===== src/rtl/wb_pkg.sv =====
// Shared widths, the queued write-back entry type and a register-index decoder.
package wb_pkg;
    localparam int unsigned DATA_W    = 32;
    localparam int unsigned REG_IDX_W = 5;
    localparam int unsigned RF_SEL_W  = 6;
    localparam int unsigned NUM_REGS  = 32;

    typedef struct packed {
        logic [REG_IDX_W-1:0] dst;
        logic [DATA_W-1:0]    data;
    } wb_entry_t;

    function automatic logic [NUM_REGS-1:0] dst_decode(input logic [REG_IDX_W-1:0] dst);
        return NUM_REGS'(1) << dst;
    endfunction
endpackage


===== src/rtl/reg_writeback_ctrl_fifo.sv =====
// Write-back entry FIFO: two pushes (push0 older than push1) and one pop per cycle; entries in age order.
module wb_fifo
    import wb_pkg::*;
#(
    parameter int unsigned DEPTH = 4
) (
    input  logic                     clk,
    input  logic                     rst_n,
    input  logic                     flush,
    input  logic                     push0,
    input  wb_entry_t                entry0,
    input  logic                     push1,
    input  wb_entry_t                entry1,
    input  logic                     pop,
    output wb_entry_t [DEPTH-1:0]    ordered,
    output logic [DEPTH-1:0]         ordered_vld,
    output logic [$clog2(DEPTH):0]   count
);
    localparam int unsigned PTR_W = $clog2(DEPTH);
    localparam int unsigned CNT_W = $clog2(DEPTH) + 1;

    wb_entry_t          slots [DEPTH];
    logic [PTR_W-1:0]   rd_ptr;
    logic [PTR_W-1:0]   wr_ptr;
    logic [CNT_W-1:0]   count_q;
    logic [CNT_W-1:0]   push_n;

    assign push_n = CNT_W'(push0) + CNT_W'(push1);
    assign count  = count_q;

    // Storage; a push into the slot being popped this cycle is safe since the head is read before the edge.
    always_ff @(posedge clk) begin
        if (!flush && push0) slots[wr_ptr] <= entry0;
        if (!flush && push1) slots[wr_ptr + PTR_W'(1)] <= entry1;
    end

    always_ff @(posedge clk or negedge rst_n) begin
        if (!rst_n) begin
            rd_ptr  <= '0;
            wr_ptr  <= '0;
            count_q <= '0;
        end else if (flush) begin
            rd_ptr  <= '0;
            wr_ptr  <= '0;
            count_q <= '0;
        end else begin
            rd_ptr  <= rd_ptr + PTR_W'(pop);
            wr_ptr  <= wr_ptr + PTR_W'(push_n);
            count_q <= count_q + push_n - CNT_W'(pop);
        end
    end

    always_comb begin
        for (int unsigned k = 0; k < DEPTH; k++) begin
            ordered[k]     = slots[rd_ptr + PTR_W'(k)];
            ordered_vld[k] = (CNT_W'(k) < count_q);
        end
    end
endmodule


===== src/rtl/reg_writeback_ctrl.sv =====
// Register-bank write-back initiator: buffers ALU/load results, issues one bank write per cycle, yields to reads.
// Optional WB_BYPASS_EN adds two combinational forwarding lookup ports.
module reg_writeback_ctrl
    import wb_pkg::*;
#(
    parameter int unsigned DEPTH      = 4,
    parameter int unsigned STARVE_MAX = 8
) (
    input  logic                    clk,
    input  logic                    rst_n,
    input  logic                    alu_valid,
    output logic                    alu_ready,
    input  logic [REG_IDX_W-1:0]    alu_dst,
    input  logic [DATA_W-1:0]       alu_data,
    input  logic                    mem_valid,
    output logic                    mem_ready,
    input  logic [REG_IDX_W-1:0]    mem_dst,
    input  logic [DATA_W-1:0]       mem_data,
    input  logic                    rd_req,
    input  logic                    flush,
    output logic [RF_SEL_W-1:0]     rf_sel,
    output logic [DATA_W-1:0]       rf_data,
    output logic                    rf_we,
    output logic [NUM_REGS-1:0]     busy_mask,
`ifdef WB_BYPASS_EN
    input  logic [REG_IDX_W-1:0]    byp_sel_a,
    input  logic [REG_IDX_W-1:0]    byp_sel_b,
    output logic                    byp_hit_a,
    output logic                    byp_hit_b,
    output logic [DATA_W-1:0]       byp_data_a,
    output logic [DATA_W-1:0]       byp_data_b,
`endif
    output logic [$clog2(DEPTH):0]  fifo_count
);
    localparam int unsigned CNT_W = $clog2(DEPTH) + 1;
    localparam int unsigned STV_W = $clog2(STARVE_MAX);

    wb_entry_t [DEPTH-1:0]   ordered;
    logic [DEPTH-1:0]        ordered_vld;
    logic [CNT_W-1:0]        count;
    logic [CNT_W-1:0]        free;
    logic [STV_W-1:0]        starve_cnt;
    logic [REG_IDX_W-1:0]    rf_dst;
    logic                    force_wr;
    logic                    pop;
    logic                    full;
    logic                    mem_push;
    logic                    alu_push;
    logic                    push0;
    logic                    push1;
    wb_entry_t               entry0;
    wb_entry_t               alu_entry;
    wb_entry_t               mem_entry;

    assign full       = (count == CNT_W'(DEPTH));
    assign force_wr   = (starve_cnt == STV_W'(STARVE_MAX - 1));
    assign pop        = ordered_vld[0] & ~flush & (~rd_req | force_wr);
    // A pop in this cycle already counts as free space.
    assign free       = CNT_W'(DEPTH) - count + CNT_W'(pop);

    assign mem_ready  = rst_n & ~flush & (free >= CNT_W'(1));
    assign alu_ready  = rst_n & ~flush & ((free >= CNT_W'(2)) | ((free == CNT_W'(1)) & ~mem_valid));

    assign mem_entry  = '{dst: mem_dst, data: mem_data};
    assign alu_entry  = '{dst: alu_dst, data: alu_data};
    assign mem_push   = mem_valid & mem_ready & (mem_dst != '0);
    assign alu_push   = alu_valid & alu_ready & (alu_dst != '0);

    // The load is the older instruction, so it takes the first slot when both arrive together.
    assign push0      = mem_push | alu_push;
    assign push1      = mem_push & alu_push;
    assign entry0     = mem_push ? mem_entry : alu_entry;

    wb_fifo #(.DEPTH(DEPTH)) u_fifo (
        .clk         (clk),
        .rst_n       (rst_n),
        .flush       (flush),
        .push0       (push0),
        .entry0      (entry0),
        .push1       (push1),
        .entry1      (alu_entry),
        .pop         (pop),
        .ordered     (ordered),
        .ordered_vld (ordered_vld),
        .count       (count)
    );

    assign fifo_count = count;
    assign rf_sel     = RF_SEL_W'(rf_dst);

    always_ff @(posedge clk or negedge rst_n) begin
        if (!rst_n) begin
            rf_we   <= 1'b0;
            rf_dst  <= '0;
            rf_data <= '0;
        end else begin
            rf_we <= pop;
            if (pop) begin
                rf_dst  <= ordered[0].dst;
                rf_data <= ordered[0].data;
            end
        end
    end

    // Counts consecutive cycles where a full queue is held off by readers.
    always_ff @(posedge clk or negedge rst_n) begin
        if (!rst_n) begin
            starve_cnt <= '0;
        end else if (flush || pop) begin
            starve_cnt <= '0;
        end else if (full && rd_req) begin
            starve_cnt <= starve_cnt + STV_W'(1);
        end
    end

    always_comb begin
        busy_mask = '0;
        for (int unsigned k = 0; k < DEPTH; k++) begin
            if (ordered_vld[k]) busy_mask = busy_mask | dst_decode(ordered[k].dst);
        end
        if (rf_we) busy_mask = busy_mask | dst_decode(rf_dst);
        busy_mask[0] = 1'b0;
    end

`ifdef WB_BYPASS_EN
    // Returns {hit, data}; later queue entries are younger and override the in-flight write.
    function automatic logic [DATA_W:0] byp_lookup(
        input logic [REG_IDX_W-1:0] sel,
        input wb_entry_t [DEPTH-1:0] ents,
        input logic [DEPTH-1:0]      vld,
        input logic                  we,
        input logic [REG_IDX_W-1:0]  wdst,
        input logic [DATA_W-1:0]     wdata
    );
        logic              hit;
        logic [DATA_W-1:0] val;
        hit = 1'b0;
        val = '0;
        if (we && wdst == sel) begin
            hit = 1'b1;
            val = wdata;
        end
        for (int unsigned k = 0; k < DEPTH; k++) begin
            if (vld[k] && ents[k].dst == sel) begin
                hit = 1'b1;
                val = ents[k].data;
            end
        end
        if (sel == '0) begin
            hit = 1'b0;
            val = '0;
        end
        return {hit, val};
    endfunction

    always_comb begin
        {byp_hit_a, byp_data_a} = byp_lookup(byp_sel_a, ordered, ordered_vld, rf_we, rf_dst, rf_data);
        {byp_hit_b, byp_data_b} = byp_lookup(byp_sel_b, ordered, ordered_vld, rf_we, rf_dst, rf_data);
    end
`endif
endmodule


===== config.mk =====
export PLATFORM = sky130hd
export DESIGN_NAME = reg_writeback_ctrl
export DESIGN_NICKNAME = d
export VERILOG_FILES = /design/src/rtl/wb_pkg.sv /design/src/rtl/reg_writeback_ctrl_fifo.sv /design/src/rtl/reg_writeback_ctrl.sv
export SDC_FILE = /design/constraint.sdc
export NUM_CORES = 1
export LEC_CHECK = 0
export ABC_AREA = 1
export CAP_MARGIN = 40
export CORE_UTILIZATION = 40
export CTS_BUF_LIST = sky130_fd_sc_hd__clkbuf_4
export CTS_CLUSTER_SIZE = 16
export DETAILED_ROUTE_END_ITERATION = 10
export REMOVE_ABC_BUFFERS = 1
export SETUP_SLACK_MARGIN = 0.3
export SLEW_MARGIN = 20
export SYNTH_ARGS = -nofsm -noshare
export SYNTH_HDL_FRONTEND = slang
export SYNTH_SLANG_ARGS = --single-unit
export TNS_END_PERCENT = 100

===== constraint.sdc =====
create_clock -name clk -period 7.2 [get_ports clk]
set_input_delay 2.16 -clock clk [delete_from_list [all_inputs] [get_ports clk]]
set_output_delay 2.16 -clock clk [all_outputs]
set_load 0.1 [all_outputs]

; Word level (Yosys, flattened, before mapping)
; Memory sizes are Yosys's and may differ from the RTL's.
; Cells that the tools add are included.
; W data, S select, Z words.
[classes]
n_eq_ne = 3
addsub = 12
shifts = 5
n_mux = 15
n_reduce_logical = 8
magnitude_cmp = 6
n_bitwise = 21
[ops]
columns = op, count
row1 = $mux W32, 5
row2 = $shl A1 B5 Y32 const A, 5
row3 = $or A32 B32 Y32, 4
row4 = $mux W37, 1
row5 = $and A1 B1 Y1, 11
row6 = $reduce_bool A5 Y1, 2
row7 = $mux W3, 3
row8 = $eq A3 B3 Y1 const B, 2
row9 = $lt A1 B3 Y1 const A, 2
row10 = $lt A2 B3 Y1 const A, 2
row11 = $add A2 B1 Y2 const B, 2
row12 = $add A2 B2 Y2 const B, 2
row13 = $mux W1, 4
row14 = $mux W2, 2
row15 = $add A3 B1 Y3, 1
row16 = $add A3 B1 Y3 const B, 1
row17 = $add A3 B3 Y3, 1
row18 = $eq A3 B1 Y1 const B, 1
row19 = $ge A3 B1 Y1 const B, 1
row20 = $ge A3 B2 Y1 const B, 1
row21 = $logic_and A1 B1 Y1, 3
row22 = $not A1 Y1, 3
row23 = $or A1 B1 Y1, 3
row24 = $sub A3 B1 Y3, 1
row25 = 7 further kinds, 7
[word_totals]
wordCells = 78
regBits = 48
ram_bits = 148
memories = 1
out_inout_bits = 76
[memory_table]
columns = name, depth, width, read_ports, rd_ports_with_merged_regs, write_ports, line_no
row1 = u_fifo.slots, 4, 37, 4, 0, 2, reg_writeback_ctrl_fifo.sv:22  ; wb_entry_t slots [DEPTH];

; Logic depth before layout (Yosys ltp)
; Gate-level depths: netlist of run 1.
[depth]
word_depth = 15
ltp_mapped = 28

; Hierarchy
; A second synthesis of run 1 with hierarchy kept.
[hier_totals]
hier_cells = 2136
area_unflattened_um2 = 14330.0
[by_module_without_submodules]
columns = mod, area_each_um2, n_inst, cells_each
row1 = wb_fifo, 10513.8, 1, 1473
row2 = reg_writeback_ctrl, 3816.2, 1, 663

; Worst setup path after synthesis of run 1
; OpenSTA, ideal clock, no wires.
[synth_timing]
path_type = in2reg
from = in rd_req
to = mem u_fifo.slots[1][0] (netlist bit), enable pin
path_slack_ns = -0.927
n_path_buf = 1
t_arrival_ns = 7.644
setup_ns = 0.483
stages = 21
path_cell_list = inv_1 > nor2_1 > nor3_4 > inv_2 > clkbuf_1 > ha_1 > inv_1 > ha_1 > inv_1 > nand2_1 > nand2_1 > nor2_2 > nand2_1 > nand2_1 > inv_1 > nand2_1 > nor2_1 > inv_1 > ha_1 > or2_2 > o21ai_0
[synth_rtl]
columns = element, line_no
row1 = "start, declared", reg_writeback_ctrl.sv:19  ; input logic rd_req,
row2 = "end, declared", reg_writeback_ctrl_fifo.sv:22

; Worst setup path in the final report of run 1
[layout_timing]
from = in rd_req
to = out alu_ready
[layout_via]
elab_chain_cells = 8
[layout_lines]
columns = element, line_no
row1 = $not A1 Y1 (*), reg_writeback_ctrl.sv:57  ; assign pop = ordered_vld[0] & ~flush & (~rd_req | force_wr);
row2 = $or A1 B1 Y1 (*), reg_writeback_ctrl.sv:57
row3 = $and A1 B1 Y1 (*), reg_writeback_ctrl.sv:57
row4 = $add A3 B1 Y3 (*), reg_writeback_ctrl.sv:59  ; assign free = CNT_W'(DEPTH) - count + CNT_W'(pop);
row5 = branches (longest 2 deep; another with $ge A3 B2 Y1), -
row6 = $or A1 B1 Y1 (*), reg_writeback_ctrl.sv:62  ; assign alu_ready = rst_n & ~flush & ((free >= CNT_W'(2)) | ((free == CNT_W'(1)) & ~mem_valid));
row7 = $and A1 B1 Y1 (*), reg_writeback_ctrl.sv:62
row8 = "end, declared", reg_writeback_ctrl.sv:12  ; output logic alu_ready,
; Every way passes the cells marked *.

==> results of run 1 <==
==> critical path: cells and delay by family <==
family	cells	cell delay, ns
buffers and inverters	8	1.22
and+or+nand+nor	8	0.68
adders and majority gates	2	0.30
==> cell families after synthesis <==
logic type | after synthesis
simple gates | 1354
buf+inv | 245
flops | 196
compound gates | 17
fa+ha+maj | 12
xor+xnor | 6
mux | 2
other cells | 1
==> power groups by stage <==
stage / Sequential, mW / Combinational [mW] / Clock, mW
finish: 1.49 / 2.90 / 0.672
global route: 1.51 / 3.08 / 0.721
floorplan: 2.24 / 1.07 / 0
CTS: 1.49 / 2.90 / 0.682
global placement: 1.52 / 2.49 / 0
detailed placement: 1.52 / 2.90 / 0
==> synth_stat cells, types with 2 or more instances <==
master	count	share of area, %
nor2_2	8	0.39
inv_2	5	0.15
xor2_1	4	0.28
inv_1	159	4.7
buf_6	5	0.44
xnor2_1	2	0.14
mux2_2	2	0.18
nor3_1	16	0.63
nand2_2	11	0.54
buf_1	10	0.30
nand3_2	2	0.16
buf_2	24	0.95
nand4_1	33	1.6
dfrtp_1	48	9.5
clkbuf_1	32	0.95
nor2_4	2	0.18
ha_1	11	1.1
nor2_1	166	4.9
edfxtp_1	148	35
o21ai_1	4	0.16
nand2_4	11	0.98
o21ai_0	10	0.39
buf_4	7	0.41
nand3_1	240	9.5
nand2_1	857	25
==> final cells by class <==
cell class	count	share of cell area, %
multi-input cells	1393	38.38
clock buffers	17	0.8067
flip-flops and latches	196	35.68
well taps	396	3.132
clock inverters	15	1.273
diodes	2	0.03164
repair buffers	239	16.74
inverters	166	3.954
==> metal layers <==
layer | track usage [%] | wire, um | share of wire [%]
met1 | 31.43 | 17110 | 41
met2 | 47.07 | 21210 | 50
met3 | 3.820 | 2402 | 5.7
met4 | 10.74 | 1296 | 3.1
met5 | 0 | 23 | 0.055
==> flip-flops by register name (all words and copies together) (netlist names) <==
signal,flops
rf_dst,5
u_fifo.rd_ptr,2
u_fifo.count,3
rf_we,1
rf_data,32
starve_cnt,3
u_fifo.slots,148
u_fifo.wr_ptr,2
==> path summary, 6_finish.rpt <==
check | slack, ns | endpoint | depth (start not counted)
min in group asynchronous | 1.73 | rf_data[4] | 2
min | 0.50 | rf_data[16] | 2
max reg2reg | 2.95 | u_fifo.slots[2][0] | 17
min reg2reg | 0.50 | rf_data[16] | 2
max in group asynchronous | 4.99 | rf_data[2] | 2
max | 0.66 | alu_ready | 18
==> through the flow <==
step           cells  TNS [ns]  utilization (%)
2_1_floorplan   1755   -705.05                -
3_3_place_gp    2328         0            47.11
3_5_place_dp    2390         0            50.10
4_1_cts         2422         0            51.17
5_1_grt         2424         0            51.18
6_report        2424         0            51.18
==> metrics.cfg, run 1 <==
[finish]
mostFrequentLayoutCells=nand2_1 (857), nand3_1 (240), nor2_1 (162)
final_layout_size_suffix_gt1_share_pct=9.131
ff_latch_area_sq_um=5645
syn2layout_area_growth_pct=24.71
nFillCells=3042
fin_nets=2105
layout.cells.most_common=nand2_1
finish.instance_area_sq_um=15820
multi_input_area_sq_um=6072

[die]
dieArea_sq_um=32430
die_x_um=180.1
die_h_um=180.1
core_sq_um=30910
start_util_pct=41.04
rows=64
ios=156

[sta]
clock_skew_ns=0.02058
hold_ws_ns=0.4999
setup_slack_ns=0.6634
worst_slew_pin_slew_ns=0.7238
finalSetupViolCount=0
slew_violations=0
hold_violations=0
fin_crit_sh_pct=90.79
finalCriticalPeriod_ns=6.537
rsz0062_at_grt=no
relSlewSlack_pct=51.75
max_freq_ghz=0.1530

[clock_tree]
cts-buffers-inserted=17
post_cts_resized=0
cts_max_path_buffers=2
cts_root_buffer=clkbuf_4
clk_pin_slew_ns=0.16
cts_sinks=196
cts_tree=built
htree_levels=4
worst_skew_pair.late_latency_ns=0.61
postCtsHoldBufs=0
post-cts-setup-buffer-count=0

[grt]
overflow=0
track_usage_pct=26.23
antenna_found_initial=3
grt_pass1_wl_mm=65.85
grt_pass1_vias=12160
grt_start_max_net_pins=49

[critical_path]
cp-start-kind=input port
path_max_fanout=3
cpPeakStageDelay_ns=0.53
worst_setup_path_end_kind=primary output
worst-setup-path-type=in -> out
crit_path_start=rd_req
required_ns=5.04
crit_arrival_ns=4.38
r2r_start=u_fifo.count[2]
cp_cell_sequence=clkdlybuf4s50_1 > inv_1 > nor2_1 > nor3_4 > inv_2 > ha_1 > inv_1 > ha_1 > inv_1 > nand2_1 > nand2_1 > nor2_2 > nand2_1 > nand2_1 > inv_1 > nand2_1 > inv_1 > buf_12
slowest_stage=clkdlybuf4s50_1

[logic_synthesis]
synth_flop_cell=edfxtp_1
syn_area_per_cell_sq_um=6.921
synth-edff-count=148
synth-adder-area-share_pct=1.243
ys_types=41
ys_ff_latch=196
ys_warn_count=0
synth_top_family_by_area=simple AND/OR/NAND/NOR gates
yosys.area_share.simple_pct=44.81
async_reset_ff_share_pct=24.49
yosysSeqAreaShare_pct=44.50
syn_inst=1833
netlist_area_sq_um=12690
synth_compound_area_share_pct=0.7299
synth_xor_area_share_pct=0.4142
synthMuxAreaShare_pct=0.1775

[placed_design]
port_buffers=153
dp_hpwl_mm=28.50
place_area_sq_um=15490
pre_cts_slack_ns=0.6927
gp_congestion=0.9215

[drt]
post_drt_wl_per_cell_um=17.34
dr.first_iter.drc_count=1156
routed_wl_mm=42.04
drc_errors=0
vias=12440
viasPerCell=5.133
ant_nets=0
first_pass_iters=8

[pwr]
clockPowerShare_pct=13.3
vdd_ir_drop_max_mv=0.3406
powerDensity_nw_per_um2=320.1
switchingPower_mw=2.508
internal_power_mw=2.556
total_power_mw=5.064
p_leak_nw=7.355
combPwrFrac_pct=57.2
p_sw_share_pct=49.53
pwr-share-seq_pct=29.5

[hold_path]
hp-start=rf_data[16]
hold_path_class=reg -> reg

[status]
status=finished, final reports clean

[flow_run]
max-cap-violations=0

Power figures use the tool's default switching activity.
==> run 2: changes to the inputs <==
--- a/config.mk
+++ b/config.mk
@@ -7,10 +7,13 @@
 export LEC_CHECK = 0
 export ABC_AREA = 1
 export CAP_MARGIN = 40
+export CELL_PAD_IN_SITES_DETAIL_PLACEMENT = 0
+export CELL_PAD_IN_SITES_GLOBAL_PLACEMENT = 1
 export CORE_UTILIZATION = 40
 export CTS_BUF_LIST = sky130_fd_sc_hd__clkbuf_4
 export CTS_CLUSTER_SIZE = 16
 export DETAILED_ROUTE_END_ITERATION = 10
+export PLACE_DENSITY_LB_ADDON = 0.1
 export REMOVE_ABC_BUFFERS = 1
 export SETUP_SLACK_MARGIN = 0.3
 export SLEW_MARGIN = 20
==> constraint.sdc (replaced) <==
create_clock -name clk -period 7.6 [get_ports clk]
set_input_delay 2.28 -clock clk [delete_from_list [all_inputs] [get_ports clk]]
set_output_delay 2.28 -clock clk [all_outputs]
set_load 0.1 [all_outputs]
==> run 2 against run 1 <==
Utilization is 0.57 points higher. Critical endpoint unchanged. Non-clock buffer count rose by 9. Hold slack worse by 0.0051 ns. Highest routed layer is now met4. Sequential share of layout area shrank 0.40 points. Worst setup slack better by 0.15 ns. Global-route usage rose by 0.40 points. Sequential power fell by 5%. Via count up 0.39%.
==> metrics.cfg, run 2 (synthesis gave the netlist of run 1 again) <==
[drt]
routed_wl_mm=42.71  ; +1.6%
drc_errors=0  ; unchanged
post_drt_wl_per_cell_um=17.56  ; +1.3%
ant_nets=0  ; unchanged
first_pass_iters=6  ; -2
dr.first_iter.drc_count=961  ; -17%
vias=12490  ; +0.39%
viasPerCell=5.137  ; about the same

[pwr]
internal_power_mw=2.407  ; -5.8%
p_sw_share_pct=49.77  ; +0.25 points
p_leak_nw=7.390  ; +0.46%
powerDensity_nw_per_um2=299.5  ; -6.4%
clockPowerShare_pct=12.3  ; -1.0 points
combPwrFrac_pct=58.3  ; +1.1 points
vdd_ir_drop_max_mv=0.2696  ; -21%
switchingPower_mw=2.385  ; -4.9%
pwr-share-seq_pct=29.4  ; about the same

[die]
rows=64  ; unchanged
dieArea_sq_um=32430  ; unchanged
ios=156  ; unchanged
core_sq_um=30910  ; unchanged
die_x_um=180.1  ; unchanged
start_util_pct=41.04  ; unchanged
die_h_um=180.1  ; unchanged

[sta]
finalSetupViolCount=0  ; unchanged
worst_slew_pin_slew_ns=0.8065  ; +0.08275 ns
clock_skew_ns=0.02504  ; +0.004457 ns
hold_ws_ns=0.4948  ; -0.005108 ns
fin_setup_tns_ns=0  ; unchanged
slew_violations=0  ; unchanged
rsz0062_at_grt=no
hold_violations=0  ; unchanged
finalCriticalPeriod_ns=6.782
fin_crit_sh_pct=89.24
setup_slack_ns=0.8177  ; +0.1543 ns
relSlewSlack_pct=46.23  ; -5.5 points
max_freq_ghz=0.1474

[critical_path]
worst_setup_path_end_kind=primary output
worst-setup-path-type=in -> out
path_max_fanout=3  ; unchanged
crit_arrival_ns=4.50  ; +0.12 ns
cp-start-kind=input port
reg2reg_slack_ns=3.25  ; +0.30 ns
required_ns=5.32  ; +0.28 ns

[finish]
top_register=u_fifo.slots
layout.cells.most_common=nand2_1
fin_nets=2114  ; +0.43%
finish.instance_area_sq_um=16000  ; +1.1%
largest_reg_flops=148  ; unchanged
syn2layout_area_growth_pct=26.11
reg.largest.list=u_fifo.slots: 148 flops, rf_data: 32 flops, rf_dst: 5 flops
nFillCells=2999  ; -1.4%
final_core_util_pct=51.76  ; +0.57 points
ff_latch_area_sq_um=5645  ; unchanged
multi_input_area_sq_um=6072  ; unchanged
mostFrequentLayoutCells=nand2_1 (857), nand3_1 (240), nor2_1 (162)
final_layout_size_suffix_gt1_share_pct=9.189  ; +0.058 points

[clock_tree]
worst_skew_pair.late_latency_ns=0.64  ; +0.03 ns
post_cts_resized=0  ; unchanged
cts_root_buffer=clkbuf_4
cts_max_path_buffers=2  ; unchanged
postCtsHoldBufs=0  ; unchanged
htree_levels=4  ; unchanged
clk_pin_slew_ns=0.15  ; about the same
cts_tree=built
post-cts-setup-buffer-count=0  ; unchanged
cts_sinks=196  ; unchanged
cts-buffers-inserted=17  ; unchanged

[grt]
track_usage_pct=26.62  ; +0.40 points
grt_start_max_net_pins=49  ; unchanged
grt_pass1_wl_mm=66.50  ; +0.99%
antenna_found_initial=1  ; -2
overflow=0  ; unchanged
grt_pass1_vias=12140  ; -0.18%

[placed_design]
pre_cts_slack_ns=0.8524  ; +0.1597 ns
dp_hpwl_mm=28.22  ; -0.97%
port_buffers=153  ; unchanged
place_area_sq_um=15690  ; +1.3%
gp_congestion=0.9218  ; about the same

[status]
status=finished, final reports clean

[hold_path]
hold_path_class=reg -> reg

[flow_run]
max-cap-violations=0  ; unchanged

-- run 2: final timing paths --
| check | depth (start not counted) | end | start |
|---|---|---|---|
| min in group asynchronous | 2 | rf_data[10] | rst_n |
| hold / removal | 2 | rf_data[0] | rf_data[0] |
| max in group asynchronous | 2 | rf_data[3] | rst_n |
| setup / recovery | 18 | alu_ready | rd_req |
| setup reg to reg | 17 | u_fifo.slots[2][2] | u_fifo.count[2] |
| hold reg to reg | 2 | rf_data[0] | rf_data[0] |
-- run 2: layout make-up --
| class | count | area share [%] |
|---|---|---|
| Antenna cell | 1 | 0.01564 |
| Clock buffer | 19 | 0.8916 |
| Clock inverter | 13 | 0.9463 |
| Inverter | 166 | 3.911 |
| Multi-Input combinational cell | 1393 | 37.96 |
| Sequential cell | 196 | 35.29 |
| Tap cell | 396 | 3.097 |
| Timing Repair Buffer | 248 | 17.89 |
-- run 2: power by group through the flow --
stage | clock [mW] | combinational (mW) | sequential [mW]
finish | 0.591 | 2.79 | 1.41
global route | 0.636 | 2.97 | 1.43
CTS | 0.603 | 2.80 | 1.41
detailed placement | 0 | 2.80 | 1.43
global placement | 0 | 2.36 | 1.43
floorplan | 0 | 1.01 | 2.12
-- run 2: per-stage QoR --
step / total power [mW] / std cells
after CTS: 4.812 / 2430
after global routing: 5.029 / 2432
after detailed placement: 4.228 / 2398
final: 4.792 / 2432
after floorplan: 3.138 / 1755
after global placement: 3.790 / 2326
-- run 2: critical path: stages --
cell             delay [ns]
clkdlybuf4s50_1        0.55
inv_1                  0.06
nor2_1                 0.18
nor3_4                 0.08
inv_2                  0.06
ha_1                   0.13
inv_1                  0.04
ha_1                   0.18
inv_1                  0.05
nand2_1                0.04
nand2_1                0.09
nor2_2                 0.05
nand2_1                0.09
nand2_1                0.06
inv_1                  0.13
nand2_1                0.13
inv_1                  0.13
buf_12                 0.18
-- run 2: layer usage --
metal	vias up	part of all wire [%]	global-route usage, %
met2	435	51	48.33
met1	5796	41	32.07
met4	0	3.0	10.87
met3	88	5.0	2.930
met5	-	0	0
li1	6173	-	-
==> run 3: changes to the inputs <==
--- a/config.mk
+++ b/config.mk
@@ -5,7 +5,6 @@
 export SDC_FILE = /design/constraint.sdc
 export NUM_CORES = 1
 export LEC_CHECK = 0
-export ABC_AREA = 1
 export CAP_MARGIN = 40
 export CELL_PAD_IN_SITES_DETAIL_PLACEMENT = 0
 export CELL_PAD_IN_SITES_GLOBAL_PLACEMENT = 1
==> run 3 against run 2 <==
Synthesized cell count down 58%. Clock skew up 0.017 ns. Clock power up 10%. Cell count down 44%. Routed wire length down 23%. Clock-buffer cell count down 2. Critical endpoint unchanged. Total power up 0.93%.
==> metrics.cfg, run 3 <==
[status]
status=finished, final reports clean

[drt]
ant_nets=0  ; unchanged
post_drt_wl_per_cell_um=24.08  ; +37%
first_pass_iters=5  ; -1
viasPerCell=5.736  ; +12%
vias=7859  ; -37%
routed_wl_mm=32.98  ; -23%
dr.first_iter.drc_count=496  ; -48%
drc_errors=0  ; unchanged

[clock_tree]
cts_root_buffer=clkbuf_4
cts_sinks=196  ; unchanged
post-cts-setup-buffer-count=0  ; unchanged
clk_pin_slew_ns=0.18  ; +0.03 ns
cts-buffers-inserted=17  ; unchanged
htree_levels=4  ; unchanged
postCtsHoldBufs=0  ; unchanged
worst_skew_pair.late_latency_ns=0.59  ; -0.05 ns
cts_max_path_buffers=2  ; unchanged
cts_tree=built

[critical_path]
reg2reg_slack_ns=2.40  ; -0.85 ns
r2r_end=u_fifo.slots[2][34]
cpPeakStageDelay_ns=0.47  ; -0.08 ns
reg2reg_depth=16  ; -1
slowest_stage=clkdlybuf4s50_1
r2r_start=u_fifo.count[2]
required_ns=5.32  ; about the same
crit_arrival_ns=4.76  ; +0.26 ns
cp_cell_sequence=clkdlybuf4s50_1 > nor2b_1 > nor3_2 > inv_1 > ha_1 > inv_1 > ha_1 > xor2_2 > o31a_1 > a21boi_1 > buf_12
cp-start-kind=input port
path_max_fanout=4  ; +1
worst-setup-path-type=in -> out
endpoint=alu_ready
crit_path_start=rd_req
worst_setup_path_end_kind=primary output

[die]
rows=60  ; -6.3%
die_x_um=169.4  ; -5.9%
ios=156  ; unchanged
die_h_um=169.4  ; -5.9%
dieArea_sq_um=28690  ; -12%
core_sq_um=27250  ; -12%
start_util_pct=41.13  ; +0.088 points

[finish]
reg.largest.list=u_fifo.slots: 148 flops, rf_data: 32 flops, rf_dst: 5 flops
top_register=u_fifo.slots
mostFrequentLayoutCells=mux2_2 (175), edfxtp_1 (148), clkdlybuf4s50_1 (147)
fin_nets=1076  ; -49%
instances_no_fill=1370  ; -44%
layout.cells.most_common=mux2_2
syn2layout_area_growth_pct=29.84
nFillCells=2301  ; -23%
largest_reg_flops=148  ; unchanged
final_layout_size_suffix_gt1_share_pct=38.21  ; +29 points

[logic_synthesis]
async_reset_ff_share_pct=24.49  ; unchanged
yosysMostFrequentCell=mux2_2
ys_types=56  ; +37%
ys_ff_latch=196  ; unchanged
ys_top_cells_by_count=mux2_2 (175), edfxtp_1 (148), nand3_1 (54)
syn_inst=776  ; -58%
yosysSeqAreaShare_pct=50.37  ; +5.9 points
synth-edff-count=148  ; unchanged
syn_area_per_cell_sq_um=14.44  ; +110%
synthTopCellsByArea=edfxtp_1 (40%), mux2_2 (18%), dfrtp_1 (11%), mux4_2 (10%), a22oi_1 (2.9%)
synth_largest_area_cell=edfxtp_1
synth_top_area_share_pct=39.65  ; +4.6 points
synth_flop_cell=edfxtp_1
ys_warn_count=0  ; unchanged
netlist_area_sq_um=11210  ; -12%

[sta]
finalCriticalPeriod_ns=7.037  ; +0.2548 ns
hold_violations=0  ; unchanged
rsz0062_at_grt=no
clock_skew_ns=0.04251  ; +0.01748 ns
fin_crit_sh_pct=92.59  ; +3.4 points
slew_violations=0  ; unchanged
setup_slack_ns=0.5629  ; -0.2548 ns
worst_slew_pin_slew_ns=0.7513  ; -0.05518 ns
relSlewSlack_pct=49.91  ; +3.7 points
hold_ws_ns=0.5296  ; +0.03485 ns
finalSetupViolCount=0  ; unchanged
max_freq_ghz=0.1421  ; -3.6%

[pwr]
total_power_mw=4.836  ; +0.93%
powerDensity_nw_per_um2=332.3  ; +11%
vdd_ir_drop_max_mv=0.3243  ; +20%
p_leak_nw=4.975  ; -33%

[placed_design]
dp_hpwl_mm=22.10  ; -22%
placedCellCount=1335  ; -44%
pre_cts_slack_ns=0.4703  ; -0.3821 ns
port_buffers=153  ; unchanged
gp_congestion=0.8997  ; -2.4%

[flow_run]
max-cap-violations=0  ; unchanged

[grt]
use_met3_pct=3.498  ; +0.57 points
track_usage_pct=23.67  ; -3.0 points
grt_pass1_wl_mm=50.01  ; -25%
grt_start_max_net_pins=49  ; unchanged
use_met1_pct=30.30  ; -1.8 points
top_usage_layer=met2
grt_pass1_vias=8319  ; -31%
use_met2_pct=41.40  ; -6.9 points
overflow=0  ; unchanged
antenna_found_initial=1  ; unchanged

[hold_path]
hp-start=rf_data[10]
hold_path_class=reg -> reg
hold_path_depth=1  ; -1

==> run 3: cell types whose count changed after synthesis, sizes merged, moves of 14 or more <==
| cell | change |
|---|---|
| nand2 | -850 |
| nand3 | -188 |
| mux2 | +179 |
| inv | -155 |
| nor2 | -152 |
| mux4 | +52 |
| a22oi | +44 |
| nand4 | -19 |
| nor2b | +19 |
| o21ai | -14 |
==> run 3: critical path: cells and delay by family <==
family / cells / cell delay (ns)
buffers and inverters: 4 / 0.85
AOI/OAI and AO/OA: 2 / 0.67
adders and majority gates: 2 / 0.35
and+or+nand+nor: 2 / 0.33
xor gates and xnor gates: 1 / 0.28
==> run 3: repair_timing <==
item / CTS / global route
endpoints found under the setup margin: 0 / 1
hold endpoints to repair: 0 / 0
gates resized for setup: 0 / 1
==> run 3: metrics by stage <==
stage / area (sq um) / utilization, % / setup TNS (ns)
finish: 14550 / 53.40 / 0
global route: 14550 / 53.40 / 0
CTS: 14500 / 53.22 / 0
detailed placement: 14150 / 51.94 / 0
global placement: 13040 / 47.85 / 0
floorplan: 10870 / - / -1369.57
==> run 3: report_power, final <==
group / total (mW) / internal [mW] / switching, mW
sequential: 1.48 / 1.33 / 0.153
clock: 0.652 / 0.179 / 0.473
combinational: 2.71 / 1.06 / 1.65
==> run 3: cell type report <==
| class | instances | area (sq um) | share of cell area (%) |
|---|---|---|---|
| Clock buffer | 17 | 127.6 | 0.8770 |
| Sequential cell | 196 | 5650 | 38.83 |
| Inverter | 10 | 37.54 | 0.2579 |
| Timing Repair Buffer | 241 | 2810 | 19.31 |
| Multi-Input combinational cell | 518 | 5239 | 36.00 |
| Antenna cell | 1 | 2.502 | 0.01720 |
| Tap cell | 372 | 465.4 | 3.198 |
| Clock inverter | 15 | 220.2 | 1.513 |
==> run 3: cell families (layout without fill, tap and decap cells) <==
group	count (synthesis)	in the layout	share of synthesized area [%]
AO/OA/AOI/OAI	63	63	4.376
XOR/XNOR	7	7	0.6140
adder cells (fa/ha/maj)	12	12	1.407
buffers and inverters	63	283	3.416
flip-flops	196	196	50.37
multiplexers	235	235	28.81
other	1	3	0.03346
AND/OR/NAND/NOR	199	199	10.97
==> run 3: per-layer routing <==
metal  routed length [um]  vias up
met3                 1334       33
li1                     -     3518
met5                    0        -
met2                16850      229
met1                14090     4079
met4                  708        0
==> run 3: how the worst min path moves through the flow <==
stage	end
finish	rf_data[10]
global placement	rf_data[17]
global route	rf_data[10]
CTS	rf_data[10]
detailed placement	rf_data[10]
floorplan	starve_cnt[0]
